### config.mk
export PLATFORM = sky130hd
export DESIGN_NAME = apb4_master_bridge
export DESIGN_NICKNAME = d
export VERILOG_FILES = /design/src/rtl/apb4_master_bridge.sv
export SDC_FILE = /design/constraint.sdc
export NUM_CORES = 1
export LEC_CHECK = 0
export ABC_AREA = 1
export BUFFER_PORTS_ARGS = -buffer_cell sky130_fd_sc_hd__buf_2
export CORE_MARGIN = 2
export CORE_UTILIZATION = 40
export DETAILED_ROUTE_END_ITERATION = 10
export GPL_ROUTABILITY_DRIVEN = 1
export PLACE_DENSITY = 0.78
export SLEW_MARGIN = 20
export SYNTH_ARGS = -nofsm -noshare
export SYNTH_HDL_FRONTEND = slang
export SYNTH_SLANG_ARGS = --single-unit
### constraint.sdc
create_clock -name PCLK -period 4.7 [get_ports PCLK]
set_input_delay 0.705 -clock PCLK [delete_from_list [all_inputs] [get_ports PCLK]]
set_output_delay 0.705 -clock PCLK [all_outputs]
set_load 0.005 [all_outputs]
### src/rtl/apb4_master_bridge.sv
// APB4 requester bridge.
// Accepts one valid/ready command at a time, runs it as an APB4 transfer on a
// multi-slave bus with address-decoded PSEL, and returns a valid/ready response
// carrying read data, slave error, timeout or decode-error status.
module apb4_master_bridge #(
   parameter int ADDR_W      = 16,
   parameter int DATA_W      = 32,
   parameter int NUM_SLV     = 4,
   parameter int SLV_AW      = 5,
   parameter int TIMEOUT_CYC = 16
) (
   input  logic                      PCLK,
   input  logic                      PRESETN,
   input  logic                      cmd_valid,
   output logic                      cmd_ready,
   input  logic                      cmd_write,
   input  logic [ADDR_W-1:0]         cmd_addr,
   input  logic [DATA_W-1:0]         cmd_wdata,
   input  logic [DATA_W/8-1:0]       cmd_strb,
   input  logic [2:0]                cmd_prot,
   output logic                      rsp_valid,
   input  logic                      rsp_ready,
   output logic [DATA_W-1:0]         rsp_rdata,
   output logic                      rsp_err,
   output logic                      rsp_timeout,
   output logic [ADDR_W-1:0]         PADDR,
   output logic                      PWRITE,
   output logic [DATA_W-1:0]         PWDATA,
   output logic [DATA_W/8-1:0]       PSTRB,
   output logic [2:0]                PPROT,
   output logic [NUM_SLV-1:0]        PSEL,
   output logic                      PENABLE,
   input  logic [NUM_SLV*DATA_W-1:0] PRDATA,
   input  logic [NUM_SLV-1:0]        PREADY,
   input  logic [NUM_SLV-1:0]        PSLVERR
);

   localparam int SEL_W = ADDR_W - SLV_AW;
   // Keep at least one counter bit so a disabled timeout still elaborates.
   localparam int CNT_W = (TIMEOUT_CYC > 0) ? $clog2(TIMEOUT_CYC + 1) : 1;
   // The abort fires in the ACCESS cycle whose increment would reach the limit.
   localparam logic [CNT_W-1:0] CNT_LIMIT = CNT_W'(TIMEOUT_CYC - 1);

   typedef enum logic [1:0] {IDLE, SETUP, ACCESS, RESP} state_t;

   state_t              state;
   state_t              state_nxt;
   logic [SEL_W-1:0]    cmd_sel;
   logic [SEL_W-1:0]    sel_q;
   logic [CNT_W-1:0]    wait_cnt;
   logic                cmd_hit;
   logic [NUM_SLV-1:0]  sel_onehot;
   logic                slv_ready;
   logic                slv_err;
   logic [DATA_W-1:0]   slv_rdata;
   logic                accept;
   logic                complete;
   logic                expire;

   assign cmd_sel = cmd_addr[ADDR_W-1:SLV_AW];

   // Address decode of the incoming command and return-path mux for the held slave.
   always_comb begin
      cmd_hit    = 1'b0;
      sel_onehot = '0;
      slv_ready  = 1'b0;
      slv_err    = 1'b0;
      slv_rdata  = '0;
      for (int i = 0; i < NUM_SLV; i++) begin
         if (cmd_sel == SEL_W'(i)) begin
            cmd_hit = 1'b1;
         end
         if (sel_q == SEL_W'(i)) begin
            sel_onehot[i] = 1'b1;
            slv_ready     = PREADY[i];
            slv_err       = PSLVERR[i];
            slv_rdata     = PRDATA[i*DATA_W +: DATA_W];
         end
      end
   end

   // Transfer state register.
   always_ff @(posedge PCLK or negedge PRESETN) begin
      if (!PRESETN) begin
         state <= IDLE;
      end else begin
         state <= state_nxt;
      end
   end

   // Next-state logic plus the state-derived handshake and APB phase outputs.
   always_comb begin
      state_nxt = state;
      cmd_ready = 1'b0;
      rsp_valid = 1'b0;
      PSEL      = '0;
      PENABLE   = 1'b0;
      accept    = 1'b0;
      complete  = 1'b0;
      expire    = 1'b0;
      case (state)
         IDLE: begin
            cmd_ready = 1'b1;
            if (cmd_valid) begin
               accept    = 1'b1;
               state_nxt = cmd_hit ? SETUP : RESP;
            end
         end
         SETUP: begin
            PSEL      = sel_onehot;
            state_nxt = ACCESS;
         end
         ACCESS: begin
            PSEL    = sel_onehot;
            PENABLE = 1'b1;
            // A ready slave wins over a timeout landing in the same cycle.
            if (slv_ready) begin
               complete  = 1'b1;
               state_nxt = RESP;
            end else if ((TIMEOUT_CYC != 0) && (wait_cnt == CNT_LIMIT)) begin
               expire    = 1'b1;
               state_nxt = RESP;
            end
         end
         RESP: begin
            rsp_valid = 1'b1;
            if (rsp_ready) begin
               state_nxt = IDLE;
            end
         end
         default: state_nxt = IDLE;
      endcase
   end

   // Command capture: APB address/control/data stay frozen for the whole transfer.
   always_ff @(posedge PCLK or negedge PRESETN) begin
      if (!PRESETN) begin
         PADDR  <= '0;
         PWRITE <= 1'b0;
         PWDATA <= '0;
         PSTRB  <= '0;
         PPROT  <= '0;
         sel_q  <= '0;
      end else if (accept) begin
         PADDR  <= cmd_addr;
         PWRITE <= cmd_write;
         PWDATA <= cmd_write ? cmd_wdata : '0;
         PSTRB  <= cmd_write ? cmd_strb : '0;
         PPROT  <= cmd_prot;
         sel_q  <= cmd_sel;
      end
   end

   // Wait-state counter: cleared in SETUP, saturating count of ACCESS cycles without PREADY.
   always_ff @(posedge PCLK or negedge PRESETN) begin
      if (!PRESETN) begin
         wait_cnt <= '0;
      end else if (state == SETUP) begin
         wait_cnt <= '0;
      end else if ((state == ACCESS) && !slv_ready && (wait_cnt != '1)) begin
         wait_cnt <= wait_cnt + CNT_W'(1);
      end
   end

   // Response fields: written once per transfer and left untouched after the handshake.
   always_ff @(posedge PCLK or negedge PRESETN) begin
      if (!PRESETN) begin
         rsp_rdata   <= '0;
         rsp_err     <= 1'b0;
         rsp_timeout <= 1'b0;
      end else if (accept && !cmd_hit) begin
         rsp_rdata   <= '0;
         rsp_err     <= 1'b1;
         rsp_timeout <= 1'b0;
      end else if (complete) begin
         rsp_rdata   <= PWRITE ? '0 : slv_rdata;
         rsp_err     <= slv_err;
         rsp_timeout <= 1'b0;
      end else if (expire) begin
         rsp_rdata   <= '0;
         rsp_err     <= 1'b1;
         rsp_timeout <= 1'b1;
      end
   end

endmodule

-- Yosys cells after proc, flatten, opt, wreduce, memory -nomap -nowiden
Index checks and enable logic that the tools add are counted.
- flip-flop bits (word level): 108
- bits of input ports: 196
- output and inout bits: 97
- logic and storage cells: 88
- add/subtract/negate cells: 1
- eq/ne operators: 14
- muxes and demuxes: 50
- reduce and logical (&&, ||, !) cells: 12
- operator list (kind ; number):
    32-bit 2-to-1 mux ; 9
    11-bit by 2-bit == test with 1-bit output (second input constant) ; 4
    1-bit 2-to-1 mux ; 31
    11-bit by 1-bit == test with 1-bit output (second input constant) ; 2
    11-bit logical NOT ; 2
    2-bit 2-to-1 mux ; 5
    5-bit 2-to-1 mux ; 2
    4-bit 2-to-1 mux ; 2
    2-bit case mux with 4 select lines ; 1
    5-bit by 1-bit adder with 5-bit output (second input constant) ; 1
    5-bit by 4-bit == test with 1-bit output (second input constant) ; 1
    5-bit != test (second input constant) ; 1
    2-bit == test (second input constant) ; 2
    2-bit != test (second input constant) ; 2
    1-bit logical AND ; 3
    3-bit != test (second input constant) ; 1
    3-bit AND reduction ; 1
    3-bit nonzero test ; 1
    2-bit by 1-bit == test with 1-bit output (second input constant) ; 1
    1-bit logical NOT ; 2
    2-bit logical NOT ; 1
    2-bit nonzero test ; 1
    2-bit OR reduction ; 1

-- Logic depth before layout (Yosys ltp)
- word-level depth: 10
- depth in mapped cells: 13
- gate-level depth less buffers: 12

-- Worst setup path before layout
Ideal clock, no wire load.
- path type: register -> output
- start: register, netlist name PADDR[12]
- end: output port PSEL[2]
- arrival time: 1419 ps
- required time: 3995 ps
- path slack: 2576 ps
- cell stages (with the launch flop): 8
- path buffers: 2
- cells stage by stage: dfrtp_1 nor2_1 nand2_2 nor2_4 buf_4 clkbuf_1 nand4_1 nor2_1
- RTL lines (what ; line ; RTL):
    end: declaration ; 31 ; output logic [NUM_SLV-1:0] PSEL,

==> out/results.tsv <==
stage	metric	value	unit
clocking	clock-sinks	97	
pwr	internal_power	1940	uW
clocking	clkLatencyLatePin	0.35	ns
routing	vias_per_cell	5.03	
floorplanning	io_pins	293	
synth	syn_area_per_cell	7.50	um2
routing	drt_iter0_drc	399	
synth	synth_cell_types	29	
worst_setup_path	arrival	2.30	ns
worst_setup_path	crit_required	3.99	ns
worst_setup_path	path_class	reg -> out	
routing	routed_wirelength	17000	um
worst_hold_path	hold_class	in -> async	
timing	slew_headroom	24.7	%
cells_and_area	utilization	55.3	%
worst_setup_path	worstPathCellList	nor2_1 -> nand2_2 -> nor2_4 -> nand4_1 -> nor2_1 -> buf_2	
global_route	grt_pass1_vias	5427	
global_route	overflow	0	
placement	dp_slack	1.50	ns
clocking	clockBufferDepth	2	
run	maxCapViolations	0	
clocking	tritoncts	done	
pwr	swShare	40.7	%
timing	rsz0062_at_grt	false	
clocking	path_clk_slew	0.07	ns
floorplanning	die_w	119	um
cells_and_area	nFillCells	1266	
synth	syn_inst	702	
worst_setup_path	slowest_stage	nor2_4	
timing	tightest_slew	1.13	ns
floorplanning	design.core.area	12700	um2
global_route	grt_first_pass_wirelength	26700	um
global_route	grt_max_degree	91	
clocking	clockRootBuffer	clkbuf_16	
cells_and_area	multi_input_area	2540	um2
timing	final_hold_viol_count	0	
timing	tns	0	ns
cells_and_area	nets	1168	
routing	drtPass1Iterations	5	
placement	hpwlAfterDp	12800	um
placement	io_buffers	292	
clocking	cts_max_level	3	
synth	syn-num-nets	905	
synth	synth_area_leaders	dfrtp_1 (46%), nand2_1 (19%), nand3_1 (8.1%), a41oi_1 (4.7%), o21ai_0 (4.5%)	
floorplanning	rows	41	
clocking	post_cts_buffers	0	
synth	netlist_area	5260	um2
timing	fmax	333	MHz
worst_setup_path	cp-end-kind	output port	
synth	ys_warn_count	0	
synth	yosys.area.top_type	dfrtp_1	
cells_and_area	area_growth	33.7	%
timing	post-route-period-util	64.0	%
worst_setup_path	crit_fanout	45	
timing	fin_ws	1.69	ns
pwr	p_seq_share	39.1	%
routing	vias	5735	
routing	wire_per_inst	14.9	um
routing	drc	0	
cells_and_area	seqCellArea	2430	um2
worst_setup_path	cp_common_cell	nor2_1	
clocking	numCtsBuffers	9	
pwr	p_comb_share	39.9	%
pwr	powerDensity	464	nW/um2
synth	synth-seq-area-share	46.1	%
cells_and_area	drive_gt1_share	34.5	%
pwr	ir_drop	284	uV
global_route	grt_use_total	23.6	%
timing	setup-violations-final	0	
placement	place.gp.congestion	0.900	
floorplanning	start_util	41.4	%
pwr	pwr-share-clk	21.0	%
worst_setup_path	cpPeakStageDelay	0.75	ns
pwr	p_switching	1330	uW
clocking	ctsResizeCount	0	
pwr	leakagePower	0.00387	uW
timing	period_needed	3.01	ns
global_route	antenna_found_initial	2	
floorplanning	fp.dieH	119	um
synth	ys_ff_latch	97	
floorplanning	die-area	14100	um2
synth	yosysTopAreaCellShare	46.1	%
clocking	cts_hold_buffers	0	
worst_setup_path	critPathLaunchType	register	
status	status	complete, no violations	
timing	fin_worst_skew	0.00968	ns
timing	maxSlewViolCount	0	
routing	ant_nets	0	
[power groups by stage]
| stage | registers (uW) | clock network, uW | logic, uW |
|---|---|---|---|
| final | 1280 | 686 | 1300 |
| after global routing | 1310 | 739 | 1470 |
| after CTS | 1280 | 702 | 1320 |
| after detailed placement | 1280 | 0 | 1320 |
| after global placement | 1280 | 0 | 1280 |
| after floorplan | 1300 | 0 | 741 |
[layout make-up]
| type | count | area share, % |
|---|---|---|
| Antenna cell | 1 | 0.0356 |
| Clock buffer | 9 | 3.20 |
| Clock inverter | 5 | 0.622 |
| Inverter | 26 | 1.39 |
| Multi-Input combinational cell | 536 | 36.1 |
| Sequential cell | 97 | 34.5 |
| Tap cell | 172 | 3.06 |
| Timing Repair Buffer | 295 | 21.1 |
[critical path, delay by kind of cell (launching register included)]
| family | cells | cell delay, ns |
|---|---|---|
| buf+inv | 1 | 0.14 |
| flops | 1 | 0.40 |
| simple gates | 5 | 1.41 |
[state kept, by name, indices dropped and copies added (netlist names)]
signal	count
PSTRB	4
PADDR	16
PPROT	3
PWRITE	1
rsp_err	1
rsp_rdata	32
PWDATA	32
wait_cnt	5
state	2
rsp_timeout	1
[metrics by stage]
stage | hold WS [ns] | area, um2 | total power [uW] | cells
3_5_place_dp | 0.453 | 6760 | 2600 | 1126
6_report | 0.405 | 7040 | 3270 | 1141
5_1_grt | 0.486 | 7040 | 3520 | 1141
3_3_place_gp | 0.449 | 6760 | 2560 | 1126
2_1_floorplan | 0.409 | 5260 | 2040 | 702
4_1_cts | 0.470 | 7030 | 3290 | 1140
[synthesized netlist by cell type (all sizes together)]
master  number
dfrtp       97
o22ai        1
nor2        63
inv         26
a41oi       28
a21oi        6
clkbuf      26
nand4       10
buf         17
nand3       87
o21ai       47
nor4         1
nor3         5
xor2         1
or2          5
nand2      275
ha           7
[metal layers]
layer	global-route usage (%)	vias to the layer above	share of wire (%)
li1	-	2834	-
met1	28.1	2621	40
met2	40.5	245	50
met3	6.27	33	8.2
met4	9.08	2	2.6
met5	0	-	0.076
[layout by cell type, fill, tap and decap left out, drive strengths merged, types with 6 or more instances in the layout]
cell type / Yosys / final
a21oi: 6 / 6
a41oi: 28 / 28
buf: 17 / 295
clkbuf: 26 / 9
dfrtp: 97 / 97
ha: 7 / 7
inv: 26 / 27
nand2: 275 / 275
nand3: 87 / 87
nand4: 10 / 10
nor2: 63 / 63
o21ai: 47 / 47
[cell families (layout without fill, tap and decap cells)]
group | after synthesis | in the layout | synth area share, %
buffers and inverters | 69 | 335 | 5.78
XOR/XNOR | 1 | 1 | 0.166
AO/OA/AOI/OAI | 82 | 82 | 9.82
adder cells (fa/ha/maj) | 7 | 7 | 1.66
flip-flops | 97 | 97 | 46.1
AND/OR/NAND/NOR | 446 | 446 | 36.4
other | 0 | 1 | 0
[worst paths after layout]
| path | startpoint | endpoint | slack (ns) | cells after the start |
|---|---|---|---|---|
| max | PADDR[10] | PSEL[2] | 1.69 | 6 |
| min | PRESETN | rsp_rdata[13] | 0.41 | 1 |
| max reg2reg | PADDR[10] | rsp_rdata[17] | 1.76 | 10 |
| min reg2reg | rsp_rdata[12] | rsp_rdata[12] | 0.46 | 2 |
| max in group asynchronous | PRESETN | PWDATA[3] | 3.29 | 2 |
| min in group PCLK | rsp_rdata[12] | rsp_rdata[12] | 0.46 | 2 |
No activity file was read; power rests on OpenSTA's default activity.
